<file path="src/rtl/mul_pkg.sv">
// ============================================================================
//  Module   : mul_pkg
//  Purpose  : Shared types, sizes and Dadda-tree shape helpers for the
//             unsigned 8x8 multiplier.
//  Contents : BIT, PW, NSTAGE, opnd_t, prod_t, dadda_height(),
//             dadda_cnt() (per-stage, per-column height / adder counts)
//  Revision : 1.0 - initial release
// ============================================================================
`default_nettype none

package mul_pkg;

  localparam int BIT    = 8;
  localparam int PW     = 2 * BIT;
  localparam int NSTAGE = 4;

  // Selectors for dadda_cnt()
  localparam int KIND_H  = 0;  // column height entering the stage
  localparam int KIND_FA = 1;  // full adders placed in the column
  localparam int KIND_HA = 2;  // half adders placed in the column

  typedef logic [BIT-1:0] opnd_t;
  typedef logic [PW-1:0]  prod_t;

  // Target maximum column height after each reduction stage.
  function automatic int dadda_height(input int stage);
    case (stage)
      0:       return 6;
      1:       return 4;
      2:       return 3;
      default: return 2;
    endcase
  endfunction

  // Replays the Dadda reduction column by column (carries ripple into the
  // next column within the same stage) and reports one figure for the
  // requested stage/column. Stage NSTAGE reports the final two-row heights.
  function automatic int dadda_cnt(input int stage, input int col, input int kind);
    logic [4*PW-1:0] h;  // 4-bit height per column
    int carry;
    int eff;
    int nf;
    int nh;
    int d;
    int r;
    r = 0;
    for (int c = 0; c < PW; c++) begin
      if (c < BIT)           h[4*c +: 4] = 4'(c + 1);
      else if (c < PW - 1)   h[4*c +: 4] = 4'(PW - 1 - c);
      else                   h[4*c +: 4] = 4'd0;
    end
    for (int s = 0; s <= NSTAGE; s++) begin
      carry = 0;
      d     = dadda_height(s);
      for (int c = 0; c < PW; c++) begin
        eff = int'(h[4*c +: 4]) + carry;
        nf  = 0;
        nh  = 0;
        if (s < NSTAGE) begin
          while (eff > d) begin
            if (eff - d >= 2) begin
              nf  = nf + 1;
              eff = eff - 2;
            end else begin
              nh  = nh + 1;
              eff = eff - 1;
            end
          end
        end
        if (s == stage && c == col) begin
          if (kind == KIND_H)       r = int'(h[4*c +: 4]);
          else if (kind == KIND_FA) r = nf;
          else                      r = nh;
        end
        h[4*c +: 4] = 4'(eff);
        carry       = nf + nh;
      end
    end
    return r;
  endfunction

endpackage

`default_nettype wire

</file>
<file path="src/rtl/mul_fa.sv">
// ============================================================================
//  Module   : mul_fa
//  Purpose  : 1-bit full adder cell used by the Dadda reduction tree.
//  Ports    : a, b, cin (in)  -> s (sum), cout (carry)
//  Revision : 1.0 - initial release
// ============================================================================
`default_nettype none

module mul_fa (
  input  logic a,
  input  logic b,
  input  logic cin,
  output logic s,
  output logic cout
);

  logic w_ab;

  assign w_ab = a ^ b;
  assign s    = w_ab ^ cin;
  assign cout = (a & b) | (cin & w_ab);

endmodule

`default_nettype wire

</file>
<file path="src/rtl/unsigned_8x8_mul.sv">
// ============================================================================
//  Module   : unsigned_8x8_mul
//  Purpose  : Registered unsigned 8x8 Dadda-tree multiplier with optional
//             truncation of the TRUNC least-significant partial-product
//             columns (no compensation; result never exceeds x*y).
//  Params   : BIT (must be 8), TRUNC (0..8)
//  Ports    : clk, rst_n (async, active-low), i_valid, x, y  (in)
//             o_valid, z                                     (out, registered)
//  Revision : 1.0 - initial release
// ============================================================================
`default_nettype none

module unsigned_8x8_mul
  import mul_pkg::*;
#(
  parameter int BIT   = 8,
  parameter int TRUNC = 0
) (
  input  logic  clk,
  input  logic  rst_n,
  input  logic  i_valid,
  input  opnd_t x,
  input  opnd_t y,
  output logic  o_valid,
  output prod_t z
);

  localparam int c_N    = mul_pkg::BIT;
  localparam int c_PW   = PW;
  localparam int c_MAXH = c_N;  // tallest column of the untouched array

  if (BIT != mul_pkg::BIT) begin : g_bad_bit
    $error("unsigned_8x8_mul: only BIT = 8 is supported");
  end
  if (TRUNC < 0 || TRUNC > 8) begin : g_bad_trunc
    $error("unsigned_8x8_mul: TRUNC must be within 0..8");
  end

  // --------------------------------------------------------------------------
  // Partial products with truncation mask. Dropped bits stay in the tree as
  // constant zeros so the tree shape is independent of TRUNC.
  // --------------------------------------------------------------------------
  logic w_pp [0:c_N-1][0:c_N-1];

  for (genvar i = 0; i < c_N; i++) begin : g_pp_row
    for (genvar j = 0; j < c_N; j++) begin : g_pp_col
      if (i + j < TRUNC) begin : g_drop
        assign w_pp[i][j] = 1'b0;
      end else begin : g_keep
        assign w_pp[i][j] = x[i] & y[j];
      end
    end
  end

  // --------------------------------------------------------------------------
  // Dadda tree. w_tree[s][c][k] is bit k of column c entering stage s;
  // w_cy[s][c][k] are carries produced in column c during stage s.
  // Output column order: adder sums, pass-through bits, carries from c-1.
  // --------------------------------------------------------------------------
  logic w_tree [0:NSTAGE][0:c_PW-1][0:c_MAXH-1];
  logic w_cy   [0:NSTAGE-1][0:c_PW-1][0:c_MAXH-1];

  for (genvar c = 0; c < c_PW; c++) begin : g_col0
    localparam int H0  = dadda_cnt(0, c, KIND_H);
    localparam int ILO = (c >= c_N) ? c - c_N + 1 : 0;
    for (genvar k = 0; k < c_MAXH; k++) begin : g_bit
      if (k < H0) begin : g_pp
        assign w_tree[0][c][k] = w_pp[ILO+k][c-ILO-k];
      end else begin : g_nil
        assign w_tree[0][c][k] = 1'b0;
      end
    end
  end

  for (genvar s = 0; s < NSTAGE; s++) begin : g_stage
    for (genvar c = 0; c < c_PW; c++) begin : g_col
      localparam int H  = dadda_cnt(s, c, KIND_H);
      localparam int NF = dadda_cnt(s, c, KIND_FA);
      localparam int NH = dadda_cnt(s, c, KIND_HA);
      localparam int NP = H - 3*NF - 2*NH;
      localparam int NC = (c == 0) ? 0 :
                          dadda_cnt(s, c-1, KIND_FA) + dadda_cnt(s, c-1, KIND_HA);
      localparam int HO = NF + NH + NP + NC;

      if (NP < 0 || HO > dadda_height(s) || HO != dadda_cnt(s+1, c, KIND_H) ||
          (c == c_PW-1 && NF + NH != 0)) begin : g_bad_shape
        $error("unsigned_8x8_mul: inconsistent Dadda tree shape");
      end

      for (genvar f = 0; f < NF; f++) begin : g_fa
        mul_fa u_fa (
          .a    (w_tree[s][c][3*f]),
          .b    (w_tree[s][c][3*f+1]),
          .cin  (w_tree[s][c][3*f+2]),
          .s    (w_tree[s+1][c][f]),
          .cout (w_cy[s][c][f])
        );
      end

      for (genvar g = 0; g < NH; g++) begin : g_ha
        assign w_tree[s+1][c][NF+g] = w_tree[s][c][3*NF+2*g] ^ w_tree[s][c][3*NF+2*g+1];
        assign w_cy[s][c][NF+g]     = w_tree[s][c][3*NF+2*g] & w_tree[s][c][3*NF+2*g+1];
      end

      for (genvar p = 0; p < NP; p++) begin : g_pass
        assign w_tree[s+1][c][NF+NH+p] = w_tree[s][c][3*NF+2*NH+p];
      end

      for (genvar q = 0; q < NC; q++) begin : g_cin
        assign w_tree[s+1][c][NF+NH+NP+q] = w_cy[s][c-1][q];
      end

      for (genvar k = HO; k < c_MAXH; k++) begin : g_nil
        assign w_tree[s+1][c][k] = 1'b0;
      end

      for (genvar k = NF + NH; k < c_MAXH; k++) begin : g_nocy
        assign w_cy[s][c][k] = 1'b0;
      end
    end
  end

  // --------------------------------------------------------------------------
  // Final carry-propagate adder on the two remaining rows. The top carry is
  // always zero because the product fits in 16 bits.
  // --------------------------------------------------------------------------
  prod_t w_row_a;
  prod_t w_row_b;
  prod_t z_d;

  for (genvar c = 0; c < c_PW; c++) begin : g_rows
    assign w_row_a[c] = w_tree[NSTAGE][c][0];
    assign w_row_b[c] = w_tree[NSTAGE][c][1];
  end

  assign z_d = w_row_a + w_row_b;

  // --------------------------------------------------------------------------
  // Output register: operands are captured every cycle, i_valid only
  // qualifies o_valid.
  // --------------------------------------------------------------------------
  prod_t z_q;
  logic  valid_q;

  always_ff @(posedge clk or negedge rst_n) begin
    if (!rst_n) begin
      z_q     <= '0;
      valid_q <= 1'b0;
    end else begin
      z_q     <= z_d;
      valid_q <= i_valid;
    end
  end

  assign z       = z_q;
  assign o_valid = valid_q;

endmodule

`default_nettype wire

</file>
<file path="config.mk">
export PLATFORM = sky130hd
export DESIGN_NAME = unsigned_8x8_mul
export DESIGN_NICKNAME = d
export VERILOG_FILES = /design/src/rtl/mul_pkg.sv /design/src/rtl/mul_fa.sv /design/src/rtl/unsigned_8x8_mul.sv
export SDC_FILE = /design/constraint.sdc
export NUM_CORES = 1
export LEC_CHECK = 0
export CAP_MARGIN = 0
export CORE_MARGIN = 1
export CORE_UTILIZATION = 65
export CTS_BUF_LIST = sky130_fd_sc_hd__clkbuf_8
export DETAILED_ROUTE_END_ITERATION = 12
export DONT_BUFFER_PORTS = 1
export PLACE_DENSITY_LB_ADDON = 0.25
export SETUP_SLACK_MARGIN = 0.1
export SLEW_MARGIN = 20
export SYNTH_ARGS = -nofsm -noshare
export SYNTH_HDL_FRONTEND = slang
export SYNTH_SLANG_ARGS = --single-unit
</file>
<file path="constraint.sdc">
create_clock -name clk -period 0.8 [get_ports clk]
set_input_delay 0.16 -clock clk [delete_from_list [all_inputs] [get_ports clk]]
set_output_delay 0.16 -clock clk [all_outputs]
set_load 0.01 [all_outputs]
</file>
==> results.sh <==
export IMPL_chipWidth_um=62.92
export IMPL_ys_flop_type="sky130_fd_sc_hd__dfrtp_1"
export IMPL_final_seq_area_um2=425.4
export IMPL_hpwlAfterDp_um=4873
export IMPL_synth_seq_area_share_pct=17.63
export IMPL_power_clock_fraction_pct=7.0
export IMPL_clock_tree_from_tritoncts="built"
export IMPL_timing_hold_worst_start="x[0]"
export IMPL_crit_required_ns=0.95
export IMPL_main_combinational_cell_family_by_area_after_synthesis="adder cells"
export IMPL_ranking_of_synthesized_cells_by_area="sky130_fd_sc_hd__fa_1 (30%), sky130_fd_sc_hd__dfrtp_1 (18%), sky130_fd_sc_hd__and2_1 (11%)"
export IMPL_max_cap_viol_count=0
export IMPL_post_synth_instance_area_um2=2412
export IMPL_critical_path_top_cell_by_count="sky130_fd_sc_hd__fa_1"
export IMPL_pin_count_of_the_biggest_net_entering_global_routing=18
export IMPL_comb_power_share_pct=76.6
export IMPL_io_buffers=0
export IMPL_global_route_wire_length_before_repair_um=10450
export IMPL_multi_input_gate_area_in_the_final_layout_um2=2092
export IMPL_design_die_area_um2=3959
export IMPL_syn_avg_cell_area_um2=9.103
export IMPL_worst_setup_ep_type="register"
export IMPL_pre_repair_dr_iteration_count=4
export IMPL_clock_sinks=17
export IMPL_synth_fp_nets=341
export IMPL_globalRouteTotalUtil_pct=34.40
export IMPL_antenna_left=0
export IMPL_clk_pin_slew_worst_paths_ns=0.07
export IMPL_die_height_um=62.92
export IMPL_maxSlewViolCount=0
export IMPL_hold_worst_slack_ns=0.04985
export IMPL_synth_async_reset_ratio_pct=100.0
export IMPL_finalNetCount=381
export IMPL_worst_endpoint_arrival_ns=3.47
export IMPL_grt_antenna_before_repair=0
export IMPL_hold_class="input pin to register"
export IMPL_crit_family="adder cells"
export IMPL_layout_cell_area_non_filler_um2=3118
export IMPL_internal_power_w=0.005042
export IMPL_ir_drop_mv=2.410
export IMPL_final_min_period_over_clock_period_pct=415.1
export IMPL_critPathKind="input pin to register"
export IMPL_worst_case_clock_buffer_depth=2
export IMPL_final_routed_wirelength_across_all_metal_layers_um=7338
export IMPL_synth_fa_ha_area_share_pct=40.77
export IMPL_power_density_nw_per_um2=2981
export IMPL_run_status="finished with violations"
export IMPL_min_delay_path_depth=1
export IMPL_drt_vias_per_instance=6.060
export IMPL_violations_in_the_final_reports="negative setup slack"
export IMPL_power_static_leakage_nw=1.492
export IMPL_rsz0062_at_grt="yes"
export IMPL_critPathMaxStageDelay_ns=0.55
export IMPL_critical_path_n_buffers_inverters=2
export IMPL_power_switching_fraction_pct=45.76
export IMPL_synth_xor_area_share_pct=2.178
export IMPL_timing_slew_headroom_pct=45.10
export IMPL_synth_compound_area_share_pct=9.647
export IMPL_boundaryPins=36
export IMPL_starting_drc_count_in_detailed_routing=210
export IMPL_muxShareOfSynthArea_pct=0.8299
export IMPL_dp_area_um2=2903
export IMPL_filler_cell_count=136
export IMPL_pwr_share_seq_pct=16.4
export IMPL_post_synth_inst_count=265
export IMPL_postSynthRegisterBits=17
export IMPL_cp_slowest_cell="sky130_fd_sc_hd__fa_2"
export IMPL_floorplan_initialDensity_pct=70.08
export IMPL_post_route_min_period_ns=3.321
export IMPL_first_global_vias=2361
export IMPL_synth_edff_count=0
export IMPL_yosys_warnings=0
export IMPL_tritoncts_num_buffers=3
export IMPL_avg_wl_per_cell_um=20.97
export IMPL_hold_path_endpoint="z[0]"
export IMPL_core_rowCount=21
export IMPL_grt_ovfl_total=0
export IMPL_synth_simple_gate_area_share_pct=20.64
export IMPL_cts_root_buffer_cell="sky130_fd_sc_hd__clkbuf_8"
export IMPL_worst_setup_path_start_kind="input pin"
export IMPL_vias=2121
export IMPL_switching_power_w=0.004253
export IMPL_crit_cells=12
export IMPL_post_route_worst_setup_slack_ns=-2.521
export IMPL_placeableCoreArea_um2=3442
export IMPL_synth_cell_types=32
export IMPL_timing_critical_path_fanout_max=8
export IMPL_clock_fmax_mhz=301.1
export IMPL_gp_congestion=0.8788
export IMPL_drcViolationCount=0
export IMPL_syn2layout_area_growth_pct=29.25
export IMPL_hold_violations=0
export IMPL_final_setup_viol_count=31
export IMPL_final_layout_size_suffix_gt1_share_pct=34.54
export IMPL_diode_count=0
export IMPL_synth_top_cell_by_area="sky130_fd_sc_hd__fa_1"
export IMPL_synth_largest_type_area_fraction_pct=29.88
export IMPL_max_slew_worst_pin_slew_ns=0.8235
export IMPL_cts_htree_levels=1
export IMPL_crit_chain="and2_4, fa_1, fa_2, inv_2, fa_1, fa_1, inv_2, ha_4, nand2_2, o21ai_2, a31oi_1, o221a_2"
[registers in the layout, indices dropped and copies added, names as in the netlist]
register and count:
o_valid 1, z 16
[per-layer routing]
| layer | up-vias | wire [um] | track usage [%] |
|---|---|---|---|
| met5 | - | 0 | 0 |
| met4 | 0 | 503 | 15.12 |
| met3 | 50 | 474 | 6.204 |
| met2 | 116 | 3818 | 63.58 |
| met1 | 1047 | 2541 | 37.90 |
| li1 | 908 | - | - |
[power groups by stage]
stage | combinational (W) | sequential (W) | clock [W]
after floorplan | 0.00401 | 0.00148 | 0
after global placement | 0.00527 | 0.00151 | 0
after detailed placement | 0.00557 | 0.00152 | 0
after CTS | 0.00614 | 0.00151 | 0.000634
after global routing | 0.00765 | 0.00153 | 0.000687
final | 0.00712 | 0.00152 | 0.000649
[timing repair]
action	4_1_cts	5_1_grt
gates resized for setup	14	17
endpoints found under the hold margin	18	0
setup buffers	2	2
setup endpoints to repair	31	48
pin swaps	22	12
hold buffers	2	0
[how the worst max path moves through the flow]
stage	to	slack, ns	from
floorplan	z[13]	-2.53	x[4]
global placement	z[10]	-2.60	x[4]
detailed placement	z[10]	-2.69	x[3]
CTS	z[10]	-2.41	y[5]
global route	z[12]	-2.62	y[5]
finish	z[14]	-2.52	y[5]
[area by class of cell]
type | instances | area share (%)
multi-input cells | 195 | 67.09
flip-flops and latches | 17 | 13.64
repair buffers | 36 | 9.631
inverters | 52 | 6.340
well taps | 46 | 1.846
clock buffers | 3 | 1.324
clock inverters | 1 | 0.1204
[Yosys cell counts, drive strengths merged, types with 2 or more instances]
cell type	instances
inv	52
and2	43
fa	36
nand2	28
ha	21
dfrtp	17
a21oi	14
nor2	10
o21ai	7
and3	5
a21o	4
xnor2	4
nand3	3
a211oi	2
mux2i	2
nor3	2
o211ai	2
xor2	2
[kinds of logic (layout without fill, tap and decap cells)]
family                   Yosys count  count (layout)
adder cells (fa/ha/maj)           57              57
multiplexers                       2               2
flip-flops                        17              17
buffers and inverters             53              92
XOR/XNOR                           6               6
AND/OR/NAND/NOR                   95              95
AO/OA/AOI/OAI                     35              35
[cell usage in the layout (no fill, tap or decap), types with 3 or more instances in the layout]
cell and count:
sky130_fd_sc_hd__clkbuf_8 3, sky130_fd_sc_hd__a21oi_2 5, sky130_fd_sc_hd__ha_4 11, sky130_fd_sc_hd__nand2_1 26, sky130_fd_sc_hd__dfrtp_1 17, sky130_fd_sc_hd__buf_4 28
sky130_fd_sc_hd__and2_4 14, sky130_fd_sc_hd__and3_1 3, sky130_fd_sc_hd__ha_1 9, sky130_fd_sc_hd__and2_1 29, sky130_fd_sc_hd__inv_2 11, sky130_fd_sc_hd__xnor2_1 3
sky130_fd_sc_hd__fa_1 34, sky130_fd_sc_hd__a21oi_1 7, sky130_fd_sc_hd__buf_6 6, sky130_fd_sc_hd__nor2_1 7, sky130_fd_sc_hd__nor2_2 3, sky130_fd_sc_hd__inv_1 41
sky130_fd_sc_hd__a21o_1 4
[metrics by stage]
stage / std cells / setup WS [ns] / TNS [ns] / total power (W) / util (%)
after floorplan: 265 / -2.533 / -27.56 / 0.005486 / -
after global placement: 341 / -2.598 / -29.32 / 0.006781 / 84.33
after detailed placement: 341 / -2.689 / -30.06 / 0.007092 / 84.33
after CTS: 349 / -2.409 / -29.38 / 0.008285 / 88.40
after global routing: 350 / -2.622 / -28.90 / 0.009869 / 90.59
final: 350 / -2.521 / -27.80 / 0.009295 / 90.59
Power figures use the tool's default switching activity.
